`src/rtl/pkmc_flashctrl_mb_pkg.sv`:
```
// Shared types and elaboration helpers for the multi-beat flash controller.
package pkmc_flashctrl_mb_pkg;

    localparam int CNT_W = 8;

    typedef enum logic [2:0] {
        S_IDLE,
        S_SETUP,
        S_STROBE,
        S_RECOV,
        S_ACK
    } state_t;

    function automatic bit dw_legal(input int dw);
        return (dw == 8) || (dw == 16) || (dw == 32);
    endfunction

    function automatic int beats_of(input int dw);
        return 32 / dw;
    endfunction

    function automatic int shift_of(input int dw);
        return (dw == 32) ? 2 : ((dw == 16) ? 1 : 0);
    endfunction

    // Beat b owns the sel bits of the bytes it carries; reads need every beat.
    function automatic logic [3:0] beat_en(input logic we, input logic [3:0] sel, input int beats);
        logic [3:0] en;
        logic [3:0] s;
        int         bpb;
        en  = '0;
        bpb = 4 / beats;
        for (int b = 0; b < 4; b++) begin
            s = sel << (b * bpb);
            if (b < beats) begin
                if (!we) en[b] = 1'b1;
                for (int k = 0; k < 4; k++)
                    if (k < bpb && s[3-k]) en[b] = 1'b1;
            end
        end
        return en;
    endfunction

    // Returns {found, index} of the lowest enabled beat at or above start.
    function automatic logic [2:0] find_beat(input logic [3:0] en, input int start);
        logic [2:0] r;
        r = '0;
        for (int i = 3; i >= 0; i--)
            if (i >= start && en[i]) r = {1'b1, 2'(i)};
        return r;
    endfunction

endpackage

```
`src/rtl/pkmc_flash_waitcnt.sv`:
```
// Loadable down-counter with zero flag, times each flash phase.
// Latency: load visible next cycle; decrements once per cycle down to zero.
// Backpressure: none; load always wins over decrement.
module pkmc_flash_waitcnt
    import pkmc_flashctrl_mb_pkg::*;
(
    input  logic             clk,
    input  logic             rst,
    input  logic             i_load,
    input  logic [CNT_W-1:0] i_val,
    output logic             o_zero
);

    logic [CNT_W-1:0] r_cnt;

    always_ff @(posedge clk) begin
        if (rst)
            r_cnt <= '0;
        else if (i_load)
            r_cnt <= i_val;
        else if (r_cnt != '0)
            r_cnt <= r_cnt - 1'b1;
    end

    assign o_zero = (r_cnt == '0);

endmodule

```
`src/rtl/pkmc_flashctrl_mb.sv`:
```
// Splits one 32-bit bus access into 1/2/4 flash beats with programmable setup/strobe/recovery.
// Latency: ack in cycle N*(TSU+Tx+TREC)+1 after the accepting edge, N = executed beats.
// Backpressure: decoder holds active until ack_o; dropping it aborts to IDLE without ack.
module pkmc_flashctrl_mb
    import pkmc_flashctrl_mb_pkg::*;
#(
    parameter int FLASH_DW = 16,
    parameter int FLASH_AW = 24,
    parameter int TSU      = 1,
    parameter int TRD      = 4,
    parameter int TWR      = 3,
    parameter int TREC     = 1
) (
    input  logic                clk,
    input  logic                rst,
    input  logic                active,
    input  logic [31:0]         addr_i,
    input  logic [31:0]         dat_i,
    input  logic [3:0]          sel_i,
    input  logic                we_i,
    output logic [31:0]         dat_o,
    output logic                ack_o,
    output logic [FLASH_AW-1:0] flashAddr,
    input  logic [FLASH_DW-1:0] flashData_i,
    output logic [FLASH_DW-1:0] flashData_o,
    output logic                flashCE,
    output logic                flashOE,
    output logic                flashWE,
    output logic                flashBuffDir,
    output logic                flashBuffOE
);

    localparam int                  BEATS = beats_of(FLASH_DW);
    localparam int                  SHIFT = shift_of(FLASH_DW);
    localparam logic [FLASH_AW-1:0] BMASK = FLASH_AW'(BEATS - 1);
    localparam logic [31:0]         LMASK = 32'((64'd1 << FLASH_DW) - 64'd1);

    generate
        if (!dw_legal(FLASH_DW) || TSU < 1 || TRD < 1 || TWR < 1 || TREC < 1) begin : g_bad_param
            $error("pkmc_flashctrl_mb: illegal FLASH_DW or zero timing parameter");
        end
    endgenerate

    function automatic int lane_shift(input logic [1:0] b);
        return (BEATS - 1 - int'(b)) * FLASH_DW;
    endfunction

    function automatic logic [FLASH_AW-1:0] beat_addr(input logic [31:0] a, input logic [1:0] b);
        return (FLASH_AW'(a >> SHIFT) & ~BMASK) | (FLASH_AW'(b) & BMASK);
    endfunction

    function automatic logic [FLASH_DW-1:0] wr_lane(input logic [31:0] d, input logic [1:0] b);
        return FLASH_DW'(d >> lane_shift(b));
    endfunction

    state_t                r_state;
    logic [1:0]            r_beat;
    logic                  r_we;
    logic [3:0]            r_en;
    logic [31:0]           r_addr;
    logic [31:0]           r_wdat;
    logic [31:0]           r_rdat;
    logic                  r_ack;
    logic                  r_ce;
    logic                  r_oe;
    logic                  r_wen;
    logic                  r_boe;
    logic                  r_bdir;
    logic [FLASH_AW-1:0]   r_faddr;
    logic [FLASH_DW-1:0]   r_fdat;

    logic                  w_zero;
    logic                  w_load;
    logic [CNT_W-1:0]      w_val;
    logic [3:0]            w_en_in;
    logic [2:0]            w_first;
    logic [2:0]            w_next;

    assign w_en_in = beat_en(we_i, sel_i, BEATS);
    assign w_first = find_beat(w_en_in, 0);
    assign w_next  = find_beat(r_en, int'(r_beat) + 1);

    // The counter reloads whenever a phase ends, with the length of the phase that follows.
    assign w_load = (r_state == S_IDLE) || w_zero;
    always_comb begin
        w_val = CNT_W'(TSU - 1);
        case (r_state)
            S_SETUP:  w_val = r_we ? CNT_W'(TWR - 1) : CNT_W'(TRD - 1);
            S_STROBE: w_val = CNT_W'(TREC - 1);
            default:  w_val = CNT_W'(TSU - 1);
        endcase
    end

    pkmc_flash_waitcnt u_waitcnt (
        .clk    (clk),
        .rst    (rst),
        .i_load (w_load),
        .i_val  (w_val),
        .o_zero (w_zero)
    );

    always_ff @(posedge clk) begin
        if (rst) begin
            r_state <= S_IDLE;
            r_beat  <= '0;
            r_we    <= 1'b0;
            r_en    <= '0;
            r_addr  <= '0;
            r_wdat  <= '0;
            r_rdat  <= '0;
            r_ack   <= 1'b0;
            r_ce    <= 1'b1;
            r_oe    <= 1'b1;
            r_wen   <= 1'b1;
            r_boe   <= 1'b1;
            r_bdir  <= 1'b0;
            r_faddr <= '0;
            r_fdat  <= '0;
        end else if (r_state != S_IDLE && !active) begin
            r_state <= S_IDLE;
            r_ack   <= 1'b0;
            r_ce    <= 1'b1;
            r_oe    <= 1'b1;
            r_wen   <= 1'b1;
            r_boe   <= 1'b1;
        end else begin
            case (r_state)
                S_IDLE: begin
                    r_ack  <= 1'b0;
                    r_ce   <= 1'b1;
                    r_oe   <= 1'b1;
                    r_wen  <= 1'b1;
                    r_boe  <= 1'b1;
                    r_bdir <= 1'b0;
                    if (active) begin
                        r_we   <= we_i;
                        r_en   <= w_en_in;
                        r_addr <= addr_i;
                        r_wdat <= dat_i;
                        if (!w_first[2]) begin
                            r_state <= S_ACK;
                            r_ack   <= 1'b1;
                        end else begin
                            r_state <= S_SETUP;
                            r_beat  <= w_first[1:0];
                            r_ce    <= 1'b0;
                            r_boe   <= 1'b0;
                            r_bdir  <= we_i;
                            r_faddr <= beat_addr(addr_i, w_first[1:0]);
                            r_fdat  <= wr_lane(dat_i, w_first[1:0]);
                        end
                    end
                end
                S_SETUP: begin
                    if (w_zero) begin
                        r_state <= S_STROBE;
                        r_oe    <= r_we;
                        r_wen   <= !r_we;
                    end
                end
                S_STROBE: begin
                    if (w_zero) begin
                        r_state <= S_RECOV;
                        r_oe    <= 1'b1;
                        r_wen   <= 1'b1;
                        if (!r_we)
                            r_rdat <= (r_rdat & ~(LMASK << lane_shift(r_beat)))
                                    | (32'(flashData_i) << lane_shift(r_beat));
                    end
                end
                S_RECOV: begin
                    if (w_zero) begin
                        if (w_next[2]) begin
                            r_state <= S_SETUP;
                            r_beat  <= w_next[1:0];
                            r_faddr <= beat_addr(r_addr, w_next[1:0]);
                            r_fdat  <= wr_lane(r_wdat, w_next[1:0]);
                        end else begin
                            r_state <= S_ACK;
                            r_ack   <= 1'b1;
                            r_ce    <= 1'b1;
                            r_boe   <= 1'b1;
                        end
                    end
                end
                S_ACK: begin
                    r_state <= S_IDLE;
                    r_ack   <= 1'b0;
                end
                default: r_state <= S_IDLE;
            endcase
        end
    end

    assign dat_o        = r_rdat;
    assign ack_o        = r_ack;
    assign flashAddr    = r_faddr;
    assign flashData_o  = r_fdat;
    assign flashCE      = r_ce;
    assign flashOE      = r_oe;
    assign flashWE      = r_wen;
    assign flashBuffDir = r_bdir;
    assign flashBuffOE  = r_boe;

endmodule

```
`config.mk`:
```
export PLATFORM = sky130hd
export DESIGN_NAME = pkmc_flashctrl_mb
export DESIGN_NICKNAME = d
export VERILOG_FILES = /design/src/rtl/pkmc_flashctrl_mb_pkg.sv /design/src/rtl/pkmc_flash_waitcnt.sv /design/src/rtl/pkmc_flashctrl_mb.sv
export SDC_FILE = /design/constraint.sdc
export NUM_CORES = 1
export LEC_CHECK = 0
export CAP_MARGIN = 0
export CORE_MARGIN = 3
export CORE_UTILIZATION = 53
export CTS_BUF_LIST = sky130_fd_sc_hd__clkbuf_16
export DETAILED_ROUTE_END_ITERATION = 16
export GPL_TIMING_DRIVEN = 1
export PLACE_DENSITY_LB_ADDON = 0.08
export SLEW_MARGIN = 10
export SYNTH_ARGS = -nofsm -noshare
export SYNTH_HDL_FRONTEND = slang
export SYNTH_SLANG_ARGS = --single-unit
```
`constraint.sdc`:
```
create_clock -name clk -period 2.8 [get_ports clk]
set_input_delay 0.28 -clock clk [delete_from_list [all_inputs] [get_ports clk]]
set_output_delay 0.28 -clock clk [all_outputs]
set_load 0.1 [all_outputs]
```
**Yosys cells after proc, flatten, opt, wreduce, memory -nomap -nowiden**

Cells that the tools add are included.

- Bits in registers: 150
- Word-level logic and storage cells: 116

- Add/subtract/negate cells: 5
- Order comparisons: 2
- Equality and inequality tests: 11
- Shifts and indexed selects: 4
- Multiplexer cells: 49
- Bitwise logic cells: 7
- Reduce and logical (&&, ||, !) cells: 23

Operator list:

| kind | number |
|---|---|
| two-way mux 24 bit | 4 |
| two-way mux 16 bit | 4 |
| right shift 32 x 32 -> 16 bit | 2 |
| bitwise OR 24 x 1 -> 24 bit | 2 |
| one-hot mux 24 bit (2 select lines) | 1 |
| bitwise AND 32 bit | 1 |
| inverter 32 bit | 1 |
| bitwise OR 32 bit | 1 |
| one-hot mux 16 bit (2 select lines) | 1 |
| left shift 16 x 32 -> 32 bit | 1 |
| left shift 16 x 32 -> 32 bit, first input constant | 1 |
| two-way mux 3 bit | 10 |
| two-way mux 1 bit | 16 |
| two-way mux 8 bit | 2 |
| != test 2 bit, second input constant | 7 |
| one-hot mux 3 bit (4 select lines) | 1 |
| AND reduction 3 bit | 4 |
| two-way mux 2 bit | 5 |
| one-hot mux 1 bit (3 select lines) | 3 |
| nonzero test 3 bit | 3 |
| subtractor 1 x 2 -> 3 bit, first input constant | 3 |
| zero test 8 bit | 1 |
| AND reduction 4 bit | 2 |
| nonzero test 8 bit | 1 |
| other kinds (17) | 24 |

**Longest topological paths before layout**

Gate-level depths: netlist of run 1.

- Depth after elaboration: 10
- Mapped depth: 8

**By module**

A second synthesis of run 1 with hierarchy kept.

- Cells, all modules: 738
- Area, all modules: 6558.8 µm²

By module, submodules not included:

| module | instances | cells an instance | area an instance (µm²) | seq. area each (µm²) |
|---|---|---|---|---|
| pkmc_flashctrl_mb | 1 | 685 | 6083.3 | 2742.6 |
| pkmc_flash_waitcnt | 1 | 53 | 475.5 | 160.2 |

**Worst setup path after synthesis of run 1**

Ideal clock, no wire load.

- Path kind: register to register
- Start: reg flashAddr[0] (netlist name)
- End: reg r_faddr[10] (netlist: flashAddr[10])
- Arrival time: 2.120 ns
- Path slack: 0.591 ns
- Stages on the path, launching flop included: 8
- Cells stage by stage: dfxtp_1 -> clkbuf_1 -> nand2b_1 -> a21oi_2 -> and3_1 -> buf_6 -> buf_6 -> a311oi_2

RTL lines:

| element | line | text |
|---|---|---|
| to (signal assigned) | pkmc_flashctrl_mb.sv:149 | `r_faddr <= beat_addr(addr_i, w_first[1:0]);` |
| to (signal assigned) | pkmc_flashctrl_mb.sv:176 | `r_faddr <= beat_addr(r_addr, w_next[1:0]);` |
| to (decl) | pkmc_flashctrl_mb.sv:69 | `logic [FLASH_AW-1:0] r_faddr;` |

**Worst setup path in the final report of run 1**

- Start: reg r_state[0]
- End: reg r_fdat[14] (netlist: flashData_o[14])

- Word-level cells in the longest chain between the ends: 4
- Elaborated cells on any way between the ends: 12

Ends and longest elaborated chain:

| element | line | text |
|---|---|---|
| from (decl) | pkmc_flashctrl_mb.sv:56 | `state_t r_state;` |
| from (signal assigned) | pkmc_flashctrl_mb.sv:104 | `r_state <= S_IDLE;` |
| from (signal assigned) | pkmc_flashctrl_mb.sv:120 | `r_state <= S_IDLE;` |
| from (signal assigned) | pkmc_flashctrl_mb.sv:141 | `r_state <= S_ACK;` |
| branches (longest 4 deep; another with AND reduction 6 bit) | n/a |  |
| to (signal assigned) | pkmc_flashctrl_mb.sv:150 | `r_fdat <= wr_lane(dat_i, w_first[1:0]);` |
| to (signal assigned) | pkmc_flashctrl_mb.sv:177 | `r_fdat <= wr_lane(r_wdat, w_next[1:0]);` |
| to (decl) | pkmc_flashctrl_mb.sv:70 | `logic [FLASH_DW-1:0] r_fdat;` |

Several ways; the timed one is not identified.
A chain may end at the register's enable or synchronous reset.

==> reports/results.txt, run 1 <==
Status - complete, no violations
Hold Path Sink - flashBuffDir
Final hold slack - 397 ps
Nets - 991
Grt total ovfl - 0
Hold Path Class - primary input to flop
Most frequent cells in the layout - nand2_1 (163), dfxtp_1 (145), buf_4 (100), a21oi_1 (94), clkdlybuf4s50_1 (77)
Synth Area per Inst - 8.50 µm²
First-pass DRT Iterations - 6
Share of cells above drive strength 1 - 0.209
Hold Crit Depth - 2
DR vias/cell - 6.13
Synth area leaders - dfxtp_1 (43%), nand2_1 (9.2%), a311oi_2 (8.7%)
Yosys cell types - 51
CP Buf/Inv Count - 1
IO buf count - 156
Fin Setup TNS - 0 ps
Slew Limit Fails - 0
Worst Skew - 7.43 ps
Setup bufs post-CTS - 0
I/O Pins - 166
Standard-cell rows - 40
CP arrival - 2740 ps
Final ANT Viol Nets - 0
Longest Clk Path Bufs - 2
Worst path required time - 3120 ps
Top cell type's share of synthesized area - 0.433
Crit. End Element - flop
Clock tree sinks - 145
Top Family by Delay on Critical Path - compound AO/OA/AOI/OAI gates
CTS tree - built
Tcrit/Tclk final - 0.862
Setup violations, final - 0
Initial DRC count - 675
Seq/Total Area, Yosys - 0.433
Primary FF master, synth - dfxtp_1
Hpwl dp - 12.6 mm
Psw - 4.81 mW
Synthesis Warnings - 0
Max stage delay on crit path - 630 ps
Gp weighted congestion - 0.833
Pleak - 3.24 nW
CP max-delay cell - dfxtp_1
CTS Buf Count - 17
R2R Setup Slk - 390 ps
Largest area contributor in the netlist - dfxtp_1
Minimum clock period - 2410 ps
Async set or reset register ratio after synthesis - 0
Worst R2R Start - r_state[0]
Max frequency - 414 MHz
DIE HEIGHT - 118 µm
Worst Max-Slew Pin Slew - 882 ps
CP Max Fanout - 40
Die area - 14,000 µm²
Sequential group share of total power - 0.276
Hold Startpoint - rst
Commonest non-fill, non-tap cell in the layout - nand2_1
MaxCap Viol Count - 0
Vias in the first global route - 6,377
Cts repair resizes - 0
Final Hold Viols - 0
R2r endpoint - flashData_o[14]
Largest net degree at the start of global routing - 60
CP startpoint kind - flop
Vias - 6,631
Initial antenna violation count - 0
Critical Path, Cell by Cell - and3b_2 -> a31o_2 -> buf_4 -> a31oi_1 -> a311oi_2
Number of H-tree levels - 4
Syn_nets - 879
Die width - 118 µm
Clk_lat worst skew - 420 ps
Peak supply drop - 0.691 mV
WL/cell - 18.2 µm
Post-Route WL - 19.7 mm
Reg2Reg Depth - 5
All-Layer GR Usage - 0.276
EDFF count, synth - 0
# DRC - 0
Hold bufs inserted after CTS - 0
CTS root buf - clkbuf_16
Power Density - 1150 nW/µm²
Clock share of power - 0.229
Worst-path clk slew - 60 ps
Slew headroom - 0.411
Critical path type - flop to flop
Net Sw Frac - 0.477
Antenna cells - 0
Logic pwr share - 0.495
First-pass GRT wire length - 31.8 mm
Layout overhead on the synthesized area - 30.2%
Post-Syn Instances - 789
RSZ-0062 raised after global routing - no
FF+latch count, synth - 145
Placeable Area - 12,200 µm²
Starting Density - 0.549
Netlist area before placement - 6700 µm²
Internal power - 5.27 mW
-- area by class of cell --
class | instances | area [µm²]
inverter | 8 | 30.0
multi-input combinational | 549 | 3400
clock inverter | 15 | 175
fill | 990 | 3480
sequential | 145 | 2900
tap | 168 | 210
clock buffer | 17 | 425
timing repair buffer | 180 | 1580
-- Yosys cell counts (2+ instances only) --
cell      number
nor3_1         5
a311oi_2      39
a21oi_1       94
nand2_1      164
buf_6          5
o21ai_1        6
ha_1           2
nor4_1         9
buf_4          2
xnor2_1        5
buf_2         21
or3b_2         2
o21ai_0       18
nor3b_1        3
o31ai_1       33
clkbuf_1      58
dfxtp_1      145
a21o_1        16
nor3_2         3
a31oi_1       45
nand4_1       32
a22oi_1       16
nand3_1       22
and3_1         4
nor2_1         6
xor2_1         2
inv_1          8
-- power by group through the flow --
stage	Sequential (mW)	Clock, mW	Combinational (mW)
final	2.78	2.31	4.99
after global routing	2.83	2.44	5.29
after CTS	2.77	2.34	4.97
after detailed placement	2.81	0	4.95
after global placement	2.79	0	4.86
after floorplan	4.21	0	2.47
-- per-layer routing --
layer,vias to the layer above,GRT usage,wire (µm)
met5,-,0,0
met4,0,0.106,375
met3,40,0.0646,1350
met2,274,0.466,9970
met1,3186,0.343,8040
li1,3131,-,-
-- worst max path at each step --
stage                             from         endpoint  slack (ps)  cells after the start
final                       r_state[0]  flashData_o[14]         390                      5
after floorplan           flashAddr[0]    flashAddr[10]         590                      7
after detailed placement    r_state[0]    flashAddr[21]         450                      5
after global placement      r_state[0]  flashData_o[11]         520                      5
after global routing        r_state[0]    flashAddr[21]         230                      5
after CTS                   r_state[0]  flashData_o[14]         410                      5
-- through the flow --
step | worst slack (ps) | util | std cells | cell area (µm²) | power, mW
floorplan | 591 | - | 789 | 6700 | 6.68
global placement | 515 | 0.666 | 1050 | 8130 | 7.66
detailed placement | 449 | 0.666 | 1050 | 8130 | 7.76
CTS | 410 | 0.715 | 1082 | 8730 | 10.1
global route | 230 | 0.715 | 1082 | 8730 | 10.6
finish | 386 | 0.715 | 1082 | 8730 | 10.1
-- cell families after synthesis --
group | count (synthesis) | share of synthesized area
adder cells (fa/ha/maj) | 2 | 0.00373
AO/OA/AOI/OAI | 276 | 0.303
flip-flops | 145 | 0.433
AND/OR/NAND/NOR | 264 | 0.187
XOR/XNOR | 7 | 0.00915
buffers and inverters | 95 | 0.0638
No activity file was read; power rests on OpenSTA's default activity.
==> inputs of run 2 (changes only) <==
--- a/config.mk
+++ b/config.mk
@@ -6,4 +6,6 @@
 export NUM_CORES = 1
 export LEC_CHECK = 0
+export ABC_AREA = 1
+export ABC_CLOCK_PERIOD_IN_PS = 2800
 export CAP_MARGIN = 0
 export CORE_MARGIN = 3
==> constraint.sdc (replaced) <==
create_clock -name clk -period 2.8 [get_ports clk]
set_input_delay 0.28 -clock clk [delete_from_list [all_inputs] [get_ports clk]]
set_output_delay 0.28 -clock clk [all_outputs]
set_load 0.02 [all_outputs]
==> run 2 against run 1 <==
Compared with the run above:
- final area grew 0.63%
- fmax grew 7.5%
- combinational power shrank 38%
- utilization grew 0.75 points
- critical path depth grew 4
- sequential power grew 2%
- via count shrank 6.4%
==> reports/results.txt, run 2 <==
Status - complete, no violations
Power Density - 886 nW/µm²
Clock tree sinks - 145
CP arrival - 2550 ps
Hold Startpoint - dat_i[18]
Max frequency - 445 MHz
Grt total ovfl - 0
WL/cell - 12.5 µm
Worst Max-Slew Pin Slew - 824 ps
Final ANT Viol Nets - 0
Most frequent cells in the layout - nand2_1 (202), clkdlybuf4s50_1 (156), dfxtp_1 (145), inv_1 (143), nor2_1 (123)
Layout overhead on the synthesized area - 31.1%
CTS Buf Count - 17
Worst path required time - 3100 ps
CTS root buf - clkbuf_16
Top Family by Delay on Critical Path - simple AND/OR/NAND/NOR gates
Yosys cell types - 35
Hold bufs inserted after CTS - 0
Clk_lat worst skew - 420 ps
Share of cells above drive strength 1 - 0.0497
Number of H-tree levels - 4
Critical path type - flop to flop
CP Max Fanout - 32
Power Total - 7.78 mW
Post-Route WL - 15.9 mm
Die width - 118 µm
All-Layer GR Usage - 0.228
Pleak - 4.00 nW
Tcrit/Tclk final - 0.802
Hpwl dp - 10.4 mm
Standard-cell rows - 40
Top cell type's share of synthesized area - 0.433
Seq/Total Area, Yosys - 0.433
Async set or reset register ratio after synthesis - 0
CP startpoint kind - flop
Slew headroom - 0.450
Commonest non-fill, non-tap cell in the layout - nand2_1
Nets - 1,188
Largest area contributor in the netlist - dfxtp_1
Top post-synthesis cells by count - nand2_1 (202), dfxtp_1 (145), inv_1 (139)
Netlist area before placement - 6700 µm²
Synthesis Warnings - 0
Synth Area per Inst - 6.95 µm²
IO buf count - 156
Max stage delay on crit path - 470 ps
Final Hold Viols - 0
Gp weighted congestion - 0.821
Synth area leaders - dfxtp_1 (43%), nand2_1 (11%), a21oi_1 (8.1%)
# DRC - 0
Vias in the first global route - 5,570
Initial DRC count - 491
MaxCap Viol Count - 0
Vias - 6,204
Worst R2R Start - u_waitcnt.r_cnt[0]
Syn_nets - 1,054
DR vias/cell - 4.87
Setup violations, final - 0
Cts repair resizes - 0
Post-Syn Instances - 964
Final Non-Filler Cells - 1,274
Placed cells - 1,247
Critical Path, Cell by Cell - inv_1 -> ha_1 -> nand2_1 -> nor2_8 -> nor2_4 -> nor2_8 -> nand2_2 -> nor2_1 -> nor2_1
Initial antenna violation count - 0
CP max-delay cell - nand2_2
CP Buf/Inv Count - 1
Primary FF master, synth - dfxtp_1
Longest Clk Path Bufs - 2
Largest net degree at the start of global routing - 63
Placeable Area - 12,200 µm²
EDFF count, synth - 0
Worst-path clk slew - 60 ps
FF+latch count, synth - 145
Minimum clock period - 2250 ps
Fin Setup TNS - 0 ps
Hold Path Class - primary input to flop
Peak supply drop - 0.584 mV
Most frequent cell after synthesis - nand2_1
DIE HEIGHT - 118 µm
Starting Density - 0.551
Die area - 14,000 µm²
RSZ-0062 raised after global routing - no
Slew Limit Fails - 0
Critical path launch point - u_waitcnt.r_cnt[0]
Setup bufs post-CTS - 0
CTS tree - built
I/O Pins - 166
Crit. End Element - flop
Antenna cells - 0
First-pass GRT wire length - 26.2 mm
First-pass DRT Iterations - 5
Worst Skew - 6.07 ps
-- run 2: cell types whose count changed after synthesis, moves of 16 or more --
cell,change
a21o_1,-16
a22oi_1,-16
nand2_1,+38
a311oi_2,-39
o31ai_1,-32
a31oi_1,-44
inv_1,+131
o21ai_0,+53
clkbuf_1,-31
nand3b_1,+40
nor2_1,+117
nand4_1,-31
-- run 2: worst paths after layout --
check / endpoint / slack (ps) / cells after the start
worst min-delay path: r_wdat[18] / 420 / 3
worst max-delay path: flashData_o[1] / 550 / 9
worst max register to register: flashData_o[1] / 550 / 9
worst min register to register: u_waitcnt.r_cnt[0] / 430 / 1
-- run 2: per-stage QoR --
stage / setup slack, ps / utilization / instance area (µm²) / hold slack [ps]
2_1_floorplan: 1280 / - / 6700 / 349
3_3_place_gp: 529 / 0.684 / 8320 / 419
3_5_place_dp: 523 / 0.684 / 8320 / 430
4_1_cts: 561 / 0.722 / 8780 / 402
5_1_grt: 372 / 0.722 / 8780 / 423
6_report: 554 / 0.722 / 8780 / 417
-- run 2: worst register-to-register path, cell delays in order, from the launching register on --
cell and delay (ps):
dfxtp_1 310, inv_1 90, ha_1 150, nand2_1 120
nor2_8 230, nor2_4 80, nor2_8 330, nand2_2 470
nor2_1 290, nor2_1 70
-- run 2: layer usage --
layer | vias up | track usage | share of wire
met1 | 2716 | 0.295 | 0.46
met2 | 194 | 0.364 | 0.46
li1 | 3275 | - | -
met3 | 19 | 0.0684 | 0.066
met5 | - | 0 | 0
met4 | 0 | 0.0760 | 0.012
-- run 2: report_power, final --
group / internal (mW) / switching [mW]
Clock: 1.07 / 0.773
Sequential: 2.59 / 0.258
Combinational: 1.24 / 1.86
Total: 4.89 / 2.89
-- run 2: area by class of cell --
type,count,area [µm²]
multi-input cells,621,2990
inverters,146,549
well taps,168,210
clock buffers,17,425
flip-flops and latches,145,2900
clock inverters,10,37.5
repair buffers,167,1670
fillers,1037,3380
-- run 2: logic make-up after synthesis --
logic type,Yosys count,share of synthesized area
simple gates,415,0.284
compound gates,199,0.152
xor+xnor,5,0.00654
buf+inv,198,0.120
fa+ha+maj,2,0.00374
flops,145,0.433
